--- src/rtl/fifo_pkg.sv ---
// Shared defaults and the address-width helper for the parametrised FIFO.
package fifo_pkg;

  localparam int DEF_WIDTH = 32;
  localparam int DEF_DEPTH = 8;

  // Smallest r with 2**r >= n; used at elaboration time to size pointers.
  function automatic int clog2_f(input int n);
    int r;
    r = 0;
    for (int i = 0; i < 31; i++) begin
      if ((1 << i) < n) r = i + 1;
    end
    return r;
  endfunction

endpackage

--- src/rtl/fifo_read_mux.sv ---
// DEPTH-to-1 combinational word selector feeding the FIFO output register.
module fifo_read_mux
  import fifo_pkg::*;
#(
  parameter int WIDTH = DEF_WIDTH,
  parameter int DEPTH = DEF_DEPTH,
  parameter int AW    = clog2_f(DEPTH)
) (
  input  logic [DEPTH-1:0][WIDTH-1:0] i_words,
  input  logic [AW-1:0]               i_sel,
  output logic [WIDTH-1:0]            o_word
);

  assign o_word = i_words[i_sel];

endmodule

--- src/rtl/param_fifo.sv ---
// Synchronous FIFO with registered read data and per-request ack/err pulses.
// Storage is a register array addressed by wrapping write/read pointers.
module param_fifo
  import fifo_pkg::*;
#(
  parameter int  WIDTH = DEF_WIDTH,
  parameter int  DEPTH = DEF_DEPTH,
  localparam int AW    = clog2_f(DEPTH)
) (
  input  logic             clk,
  input  logic             reset,
  input  logic             we,
  input  logic             re,
  input  logic [WIDTH-1:0] d_in,
  output logic [WIDTH-1:0] d_out,
  output logic             full,
  output logic             empty,
  output logic             wr_ack,
  output logic             wr_err,
  output logic             rd_ack,
  output logic             rd_err,
  output logic [AW:0]      data_count
);

  // Request/response contract: a request (we or re) is sampled at a rising
  // edge and always answered one cycle later by exactly one of ack or err.
  // A read may free the slot a same-cycle write needs, so a write into a
  // full FIFO is accepted when the read is accepted; a read from an empty
  // FIFO is never satisfied by the word being written in that cycle.

  logic [DEPTH-1:0][WIDTH-1:0] r_mem;
  logic [AW-1:0]               r_wp;
  logic [AW-1:0]               r_rp;
  logic [AW:0]                 r_count;
  logic [WIDTH-1:0]            r_dout;
  logic                        r_wr_ack;
  logic                        r_wr_err;
  logic                        r_rd_ack;
  logic                        r_rd_err;

  logic                        w_full;
  logic                        w_empty;
  logic                        w_rd_ok;
  logic                        w_wr_ok;
  logic [WIDTH-1:0]            w_rd_word;

  assign w_full  = (r_count == (AW+1)'(DEPTH));
  assign w_empty = (r_count == '0);
  assign w_rd_ok = re && !w_empty;
  assign w_wr_ok = we && (!w_full || w_rd_ok);

  fifo_read_mux #(
    .WIDTH (WIDTH),
    .DEPTH (DEPTH),
    .AW    (AW)
  ) u_read_mux (
    .i_words (r_mem),
    .i_sel   (r_rp),
    .o_word  (w_rd_word)
  );

  // Memory is never cleared; reset only discards its contents logically.
  always_ff @(posedge clk) begin
    if (!reset && w_wr_ok) r_mem[r_wp] <= d_in;
  end

  always_ff @(posedge clk) begin
    if (reset) begin
      r_wp     <= '0;
      r_rp     <= '0;
      r_count  <= '0;
      r_dout   <= '0;
      r_wr_ack <= 1'b0;
      r_wr_err <= 1'b0;
      r_rd_ack <= 1'b0;
      r_rd_err <= 1'b0;
    end else begin
      if (w_wr_ok) r_wp <= r_wp + AW'(1);
      if (w_rd_ok) begin
        r_rp   <= r_rp + AW'(1);
        r_dout <= w_rd_word;
      end
      case ({w_wr_ok, w_rd_ok})
        2'b10:   r_count <= r_count + (AW+1)'(1);
        2'b01:   r_count <= r_count - (AW+1)'(1);
        default: r_count <= r_count;
      endcase
      r_wr_ack <= w_wr_ok;
      r_wr_err <= we && !w_wr_ok;
      r_rd_ack <= w_rd_ok;
      r_rd_err <= re && !w_rd_ok;
    end
  end

  assign d_out      = r_dout;
  assign full       = w_full;
  assign empty      = w_empty;
  assign wr_ack     = r_wr_ack;
  assign wr_err     = r_wr_err;
  assign rd_ack     = r_rd_ack;
  assign rd_err     = r_rd_err;
  assign data_count = r_count;

endmodule

--- config.mk ---
export PLATFORM = sky130hd
export DESIGN_NAME = param_fifo
export DESIGN_NICKNAME = d
export VERILOG_FILES = /design/src/rtl/fifo_pkg.sv /design/src/rtl/fifo_read_mux.sv /design/src/rtl/param_fifo.sv
export SDC_FILE = /design/constraint.sdc
export NUM_CORES = 1
export LEC_CHECK = 0
export BUFFER_PORTS_ARGS = -buffer_cell sky130_fd_sc_hd__buf_2
export CORE_ASPECT_RATIO = 0.5
export CORE_MARGIN = 5
export CORE_UTILIZATION = 50
export DETAILED_ROUTE_END_ITERATION = 10
export PLACE_DENSITY = 0.8
export SETUP_SLACK_MARGIN = 0.5
export SLEW_MARGIN = 20
export SYNTH_ARGS = -nofsm -noshare
export SYNTH_HDL_FRONTEND = slang
export SYNTH_SLANG_ARGS = --single-unit
--- constraint.sdc ---
create_clock -name clk -period 10.2 [get_ports clk]
set_input_delay 2.04 -clock clk [delete_from_list [all_inputs] [get_ports clk]]
set_output_delay 2.04 -clock clk [all_outputs]
set_load 0.1 [all_outputs]
==> run metrics, run 1 <==
placed insts=915; Die X=220.7 um; CTS tree=built; asr flop ratio synth=0%; crit-path cells=buf_2 -> o41a_2 -> ha_1 -> ha_1 -> a21oi_1 -> a21oi_1 -> or4_1 -> a21oi_1; CTS root buf=clkbuf_16; Least-Margin Pin Slew=1.015 ns; Die H=115.4 um; most common cell in the netlist=edfxtp_1; post-route ant nets=0; number of port buffers=77; post-route cell area=12740 sq um; Seq pwr share=42.8%; switching part of the total=36.07%; Post-synth EDFFs=256; share of layout cells above drive strength 1=31.07%; commonest cells in the netlist=edfxtp_1, mux4_2, nor2_1, dfxtp_1, nor3_1; cell mode on critical path=a21oi_1; Max Fclk=236.6 MHz; Slew HR=32.32%; Hold WS=0.4903 ns; drt drc=0; Synth Cell Area=11100 sq um; Area after DPL=11870 sq um; total track usage=18.56%; Final Power=3.500 mW; min cycle time layout=4.227 ns; top cell type's share of synthesized area=69.24%; CTS resizes=0; grt ovf=0; WL final=23070 um; clock buffer depth=3; clock power share=28.5%; initial antenna violation count=2; max-slew violations=0; Vias/cell=5.885; register area share after synthesis=77.53%; post-synth top area cell=edfxtp_1; Fin. Hold Viols=0; post-cts hold buffer count=0; max_cap viols=0; detailed placer's ending HPWL=11970 um; CP max FO=39; Unique masters post-synth=33; yosys warns=0; synthesized net count=600; H-tree depth=1; CP Capture Type=register; fill count=1555; Switch Pwr=1.262 mW; initial core utilization=50.99%; Worst path slowest cell=o41a_2; DR pass1 iterations=5; Die ar.=25470 sq um; drt first-iter violations=598; Worst-path clk slew=0.07 ns; RSZ-0062 raised after global routing=no; detailed-route via count=5673; Mapped Cells=558; final setup violation count=0; Crit path required time=10.65 ns; arrival time of the worst setup path=4.68 ns; setup TNS=0 ns; kind of cell adding the most delay to the critical path=compound AO/OA/AOI/OAI gates; Leak=4.188 nW; Most used DFF post-synth=edfxtp_1; Syn Area/Cell=19.90 sq um; routability congestion estimate=0.6901; global-route wire length before repair=35780 um; Crit path largest cell delay=0.86 ns; I/O pin total=78; Hold Path Class=register to register; core area=21780 sq um; Core Rows=38; Comb power frac=28.7%; Pint=2.237 mW; skew final=0.01694 ns; Final period util=41.44%; Seq cells post-synth=302; Startpoint Class=primary input; clock sinks=302; P&R area growth vs syn=14.77%; PD cells=274.6 nW/um^2; NumNets Final=685; setup bufs post-CTS=0; number of CTS-inserted buffers=26; storage element area=8613 sq um; Finished Layout Cells=964; Synth area leaders=edfxtp_1, mux4_2, dfxtp_1; WL/cell=23.94 um; later-pin clock latency in the skew report=0.53 ns; outcome=completed; crit path kind=primary input to register; vias in the first global route=5984; Multi-input gate area=2387 sq um; Max rail drop VDD=0.0001621 V; Critical path buffers and inverters=1; largest net degree at the start of global routing=55
## path summary, 6_finish.rpt
path / from / cells past startpoint / to / slack (ns)
setup / recovery: re / 8 / data_count[3]$_SDFFE_PP0P_ / 5.97
hold / removal: d_out[8]$_SDFFE_PP0P_ / 2 / d_out[8]$_SDFFE_PP0P_ / 0.49
setup reg to reg: data_count[0]$_SDFFE_PP0P_ / 7 / data_count[3]$_SDFFE_PP0P_ / 7.09
hold reg to reg: d_out[8]$_SDFFE_PP0P_ / 2 / d_out[8]$_SDFFE_PP0P_ / 0.49
## worst register-to-register path, stage by stage (launching register included)
cell and delay (ns):
dfxtp_1 0.39, o41a_2 0.90, ha_1 0.44, ha_1 0.34
a21oi_1 0.21, a21oi_1 0.13, or4_1 0.48, a21oi_1 0.15
## routing by layer
layer / up-vias / global-route usage [%] / wire, um
met4: 2 / 5.037 / 510
met2: 223 / 30.99 / 11440
met1: 2967 / 25.87 / 9769
li1: 2439 / - / -
met5: - / 0 / 7
met3: 42 / 3.289 / 1344
## per-stage QoR
step                utilization, %  worst slack (ns)
detailed placement           54.49             5.533
floorplan                        -             4.046
CTS                          58.48             6.054
global placement             54.49             5.674
global route                 58.52             5.876
finish                       58.52             5.973
## logic make-up after synthesis
group	share of synthesized area, %
AOI/OAI and AO/OA	2.490
xor gates and xnor gates	0.4733
adders and majority gates	0.7438
buffers and inverters	1.420
DFF	77.53
muxes	13.16
and+or+nand+nor	4.181
## state kept, by name (all words and copies together), names as in the netlist
register / cells
d_out: 32
data_count: 4
r_mem: 256
r_rp: 3
r_wp: 3
rd_ack: 1
rd_err: 1
wr_ack: 1
wr_err: 1
## cells in the final DEF, fill, tap and decap left out, drive strengths merged
cell type  count
nor4           2
or4b           1
clkinvlp       2
clkinv         8
o22ai         32
mux2i          2
nor2b          1
nor3          35
buf           89
ha             5
clkbuf        35
and3b          1
xnor2          1
nand3b         1
nor4b          2
o211ai         2
bufinv         3
dfxtp         46
o31ai          1
and3           1
nor2          49
inv            4
a21oi          5
edfxtp       256
o41a           1
diode          1
nand2b         1
o21ai          1
nand3          1
nand2          4
fa             1
xor2           5
mux4          64
or4            1
## layout make-up
cell class | instances | share of cell area (%)
flip-flops and latches | 302 | 67.59
multi-input cells | 220 | 18.73
clock buffers | 35 | 5.695
repair buffers | 89 | 3.780
well taps | 300 | 2.946
clock inverters | 13 | 1.119
inverters | 4 | 0.1178
diodes | 1 | 0.01964
## power by group through the flow
| stage | logic (mW) | clock network [mW] | registers (mW) |
|---|---|---|---|
| 6_report | 1.00 | 0.998 | 1.50 |
| 3_3_place_gp | 0.976 | 0 | 1.51 |
| 4_1_cts | 1.01 | 1.01 | 1.50 |
| 2_1_floorplan | 0.366 | 0 | 1.96 |
| 3_5_place_dp | 0.995 | 0 | 1.52 |
| 5_1_grt | 1.05 | 1.07 | 1.51 |
No activity file was read; power rests on OpenSTA's default activity.
==> inputs of run 2 (changes only) <==
--- a/config.mk
+++ b/config.mk
@@ -10,7 +10,7 @@
 export CORE_MARGIN = 5
 export CORE_UTILIZATION = 50
 export DETAILED_ROUTE_END_ITERATION = 10
-export PLACE_DENSITY = 0.8
+export PLACE_DENSITY = 0.83
 export SETUP_SLACK_MARGIN = 0.5
 export SLEW_MARGIN = 20
 export SYNTH_ARGS = -nofsm -noshare
==> constraint.sdc (replaced) <==
create_clock -name clk -period 3.67 [get_ports clk]
set_input_delay 0.734 -clock clk [delete_from_list [all_inputs] [get_ports clk]]
set_output_delay 0.734 -clock clk [all_outputs]
set_load 0.1 [all_outputs]
==> run metrics, run 2 (synthesis gave the netlist of run 1 again) <==
Die H=115.4 um (unchanged); Hold WS=0.4672 ns (-0.02309 ns); Final Util=59.50% (+0.98 points); met1 GRT Util=25.07% (-0.79 points); Hold Path Class=primary input to register; Fin. Hold Viols=0 (unchanged); drt first-iter violations=555 (-7.2%); WL final=24350 um (+5.5%); total track usage=19.34% (+0.78 points); detailed-route via count=5853 (+3.2%); CTS tree=built; R2R setup slack=0.76 ns (-6.33 ns); Slew HR=34.42% (+2.1 points); number of port buffers=77 (unchanged); vias in the first global route=6218 (+3.9%); setup TNS=0 ns (unchanged); CTS root buf=clkbuf_16; post-route cell area=12960 sq um (+1.7%); worst r2r dst=data_count[3]$_SDFFE_PP0P_; M3 GR Usage=4.551% (+1.3 points); Reg-to-Reg Start=data_count[1]$_SDFFE_PP0P_; commonest cells after routing, fill and taps aside=edfxtp_1, buf_2, mux4_2; outcome=completed; crit path kind=register to register; Critical path buffers and inverters=0 (-1); final worst-path setup slack=0.7582 ns (-5.215 ns); RSZ-0062 raised after global routing=no; WL/cell=25.05 um (+4.6%); detailed placer's ending HPWL=12600 um (+5.3%); DR pass1 iterations=5 (unchanged); Max Fclk=343.4 MHz; hold path cells=1 (-1); later-pin clock latency in the skew report=0.53 ns (about the same); grt ovf=0 (unchanged); Worst Setup SP=data_count[1]$_SDFFE_PP0P_; clock buffer depth=3 (unchanged); PD cells=765.6 nW/um^2 (+180%); placed insts=916 (+0.11%); skew final=0.01474 ns (-0.002207 ns); max_cap viols=0 (unchanged); Leak=4.264 nW (+1.8%); Max rail drop VDD=0.0004421 V (+170%); post-cts hold buffer count=0 (unchanged); Startpoint Class=register; largest net degree at the start of global routing=67 (+22%); min cycle time layout=2.912 ns; Crit path largest cell delay=0.67 ns (-0.19 ns); NumNets Final=693 (+1.2%); commonest non-fill, non-tap cell in the layout=edfxtp_1; Reg2Reg Depth=8 (+1); Final Power=9.920 mW (+180%); Worst path slowest cell=or4b_1; routing usage on met2=33.06% (+2.1 points); global-route wire length before repair=36960 um (+3.3%); CP Depth=8 (unchanged); clock sinks=302 (unchanged); HP Start=d_in[16]; number of flip-flops in the largest register=256 (unchanged); Area after DPL=11940 sq um (+0.59%); number of CTS-inserted buffers=26 (unchanged); CP Capture Type=register; Final period util=79.34%; H-tree depth=1 (unchanged); Finished Layout Cells=972 (+0.83%); Critical Path Sink=data_count[3]$_SDFFE_PP0P_; Crit path required time=4.10 ns (-6.55 ns); cell mode on critical path=a21oi_1; P&R area growth vs syn=16.69%; core area=21780 sq um (unchanged); drt drc=0 (unchanged); routability congestion estimate=0.7203 (+4.4%); kind of cell adding the most delay to the critical path=simple AND/OR/NAND/NOR gates; Core Rows=38 (unchanged); post-route ant nets=0 (unchanged); Die ar.=25470 sq um (unchanged); Least-Margin Pin Slew=0.9837 ns (-0.03147 ns); Die X=220.7 um (unchanged); pre-CTS setup slack=0.6345 ns (-4.899 ns); Biggest register=r_mem; final setup violation count=0 (unchanged); I/O pin total=78 (unchanged); Worst-path clk slew=0.07 ns (about the same); CP max FO=7 (-82%); busiest grt layer=met2; crit-path cells=or4b_1 -> o21ai_4 -> ha_1 -> ha_1 -> a21oi_1 -> a21oi_1 -> or4_1 -> a21oi_1; max-slew violations=0 (unchanged); initial antenna violation count=1 (-1); initial core utilization=50.99% (unchanged); arrival time of the worst setup path=3.34 ns (-1.34 ns); share of layout cells above drive strength 1=32.19% (+1.1 points); Vias/cell=6.022 (+2.3%)
[run 2: report_power, final]
group	total, mW	switching (mW)	internal, mW
clock	2.90	1.19	1.71
combinational	2.81	2.14	0.665
sequential	4.21	0.241	3.97
total	9.92	3.57	6.35
[run 2: worst min path at each step]
stage                                       end
after floorplan            r_rp[2]$_SDFFE_PP0P_
after global placement    d_out[9]$_SDFFE_PP0P_
after detailed placement  d_out[3]$_SDFFE_PP0P_
after CTS                   r_mem[80]$_DFFE_PP_
final                       r_mem[80]$_DFFE_PP_
after global routing        r_mem[97]$_DFFE_PP_
[run 2: layer usage]
metal | share of wire, % | wire length (um) | vias up
met1 | 39 | 9534 | 3037
met3 | 7.8 | 1897 | 57
met5 | 0 | 0 | -
met4 | 2.6 | 639 | 0
met2 | 50 | 12270 | 302
li1 | - | - | 2457
[run 2: area by class of cell]
type | instances | area, sq um
Clock inverter | 16 | 200.2
Timing Repair Buffer | 97 | 608.1
Tap cell | 300 | 375.4
Antenna cell | 1 | 2.502
Inverter | 4 | 15.01
Fill cell | 1452 | 8820
Sequential cell | 302 | 8618
Clock buffer | 32 | 704.4
Multi-Input combinational cell | 220 | 2432
[run 2: repair_timing]
item / in CTS / in global routing
hold endpoints to repair: 0 / 0
resized for setup: 0 / 0
setup endpoints to repair: 0 / 1
buffers inserted: 0 / 4
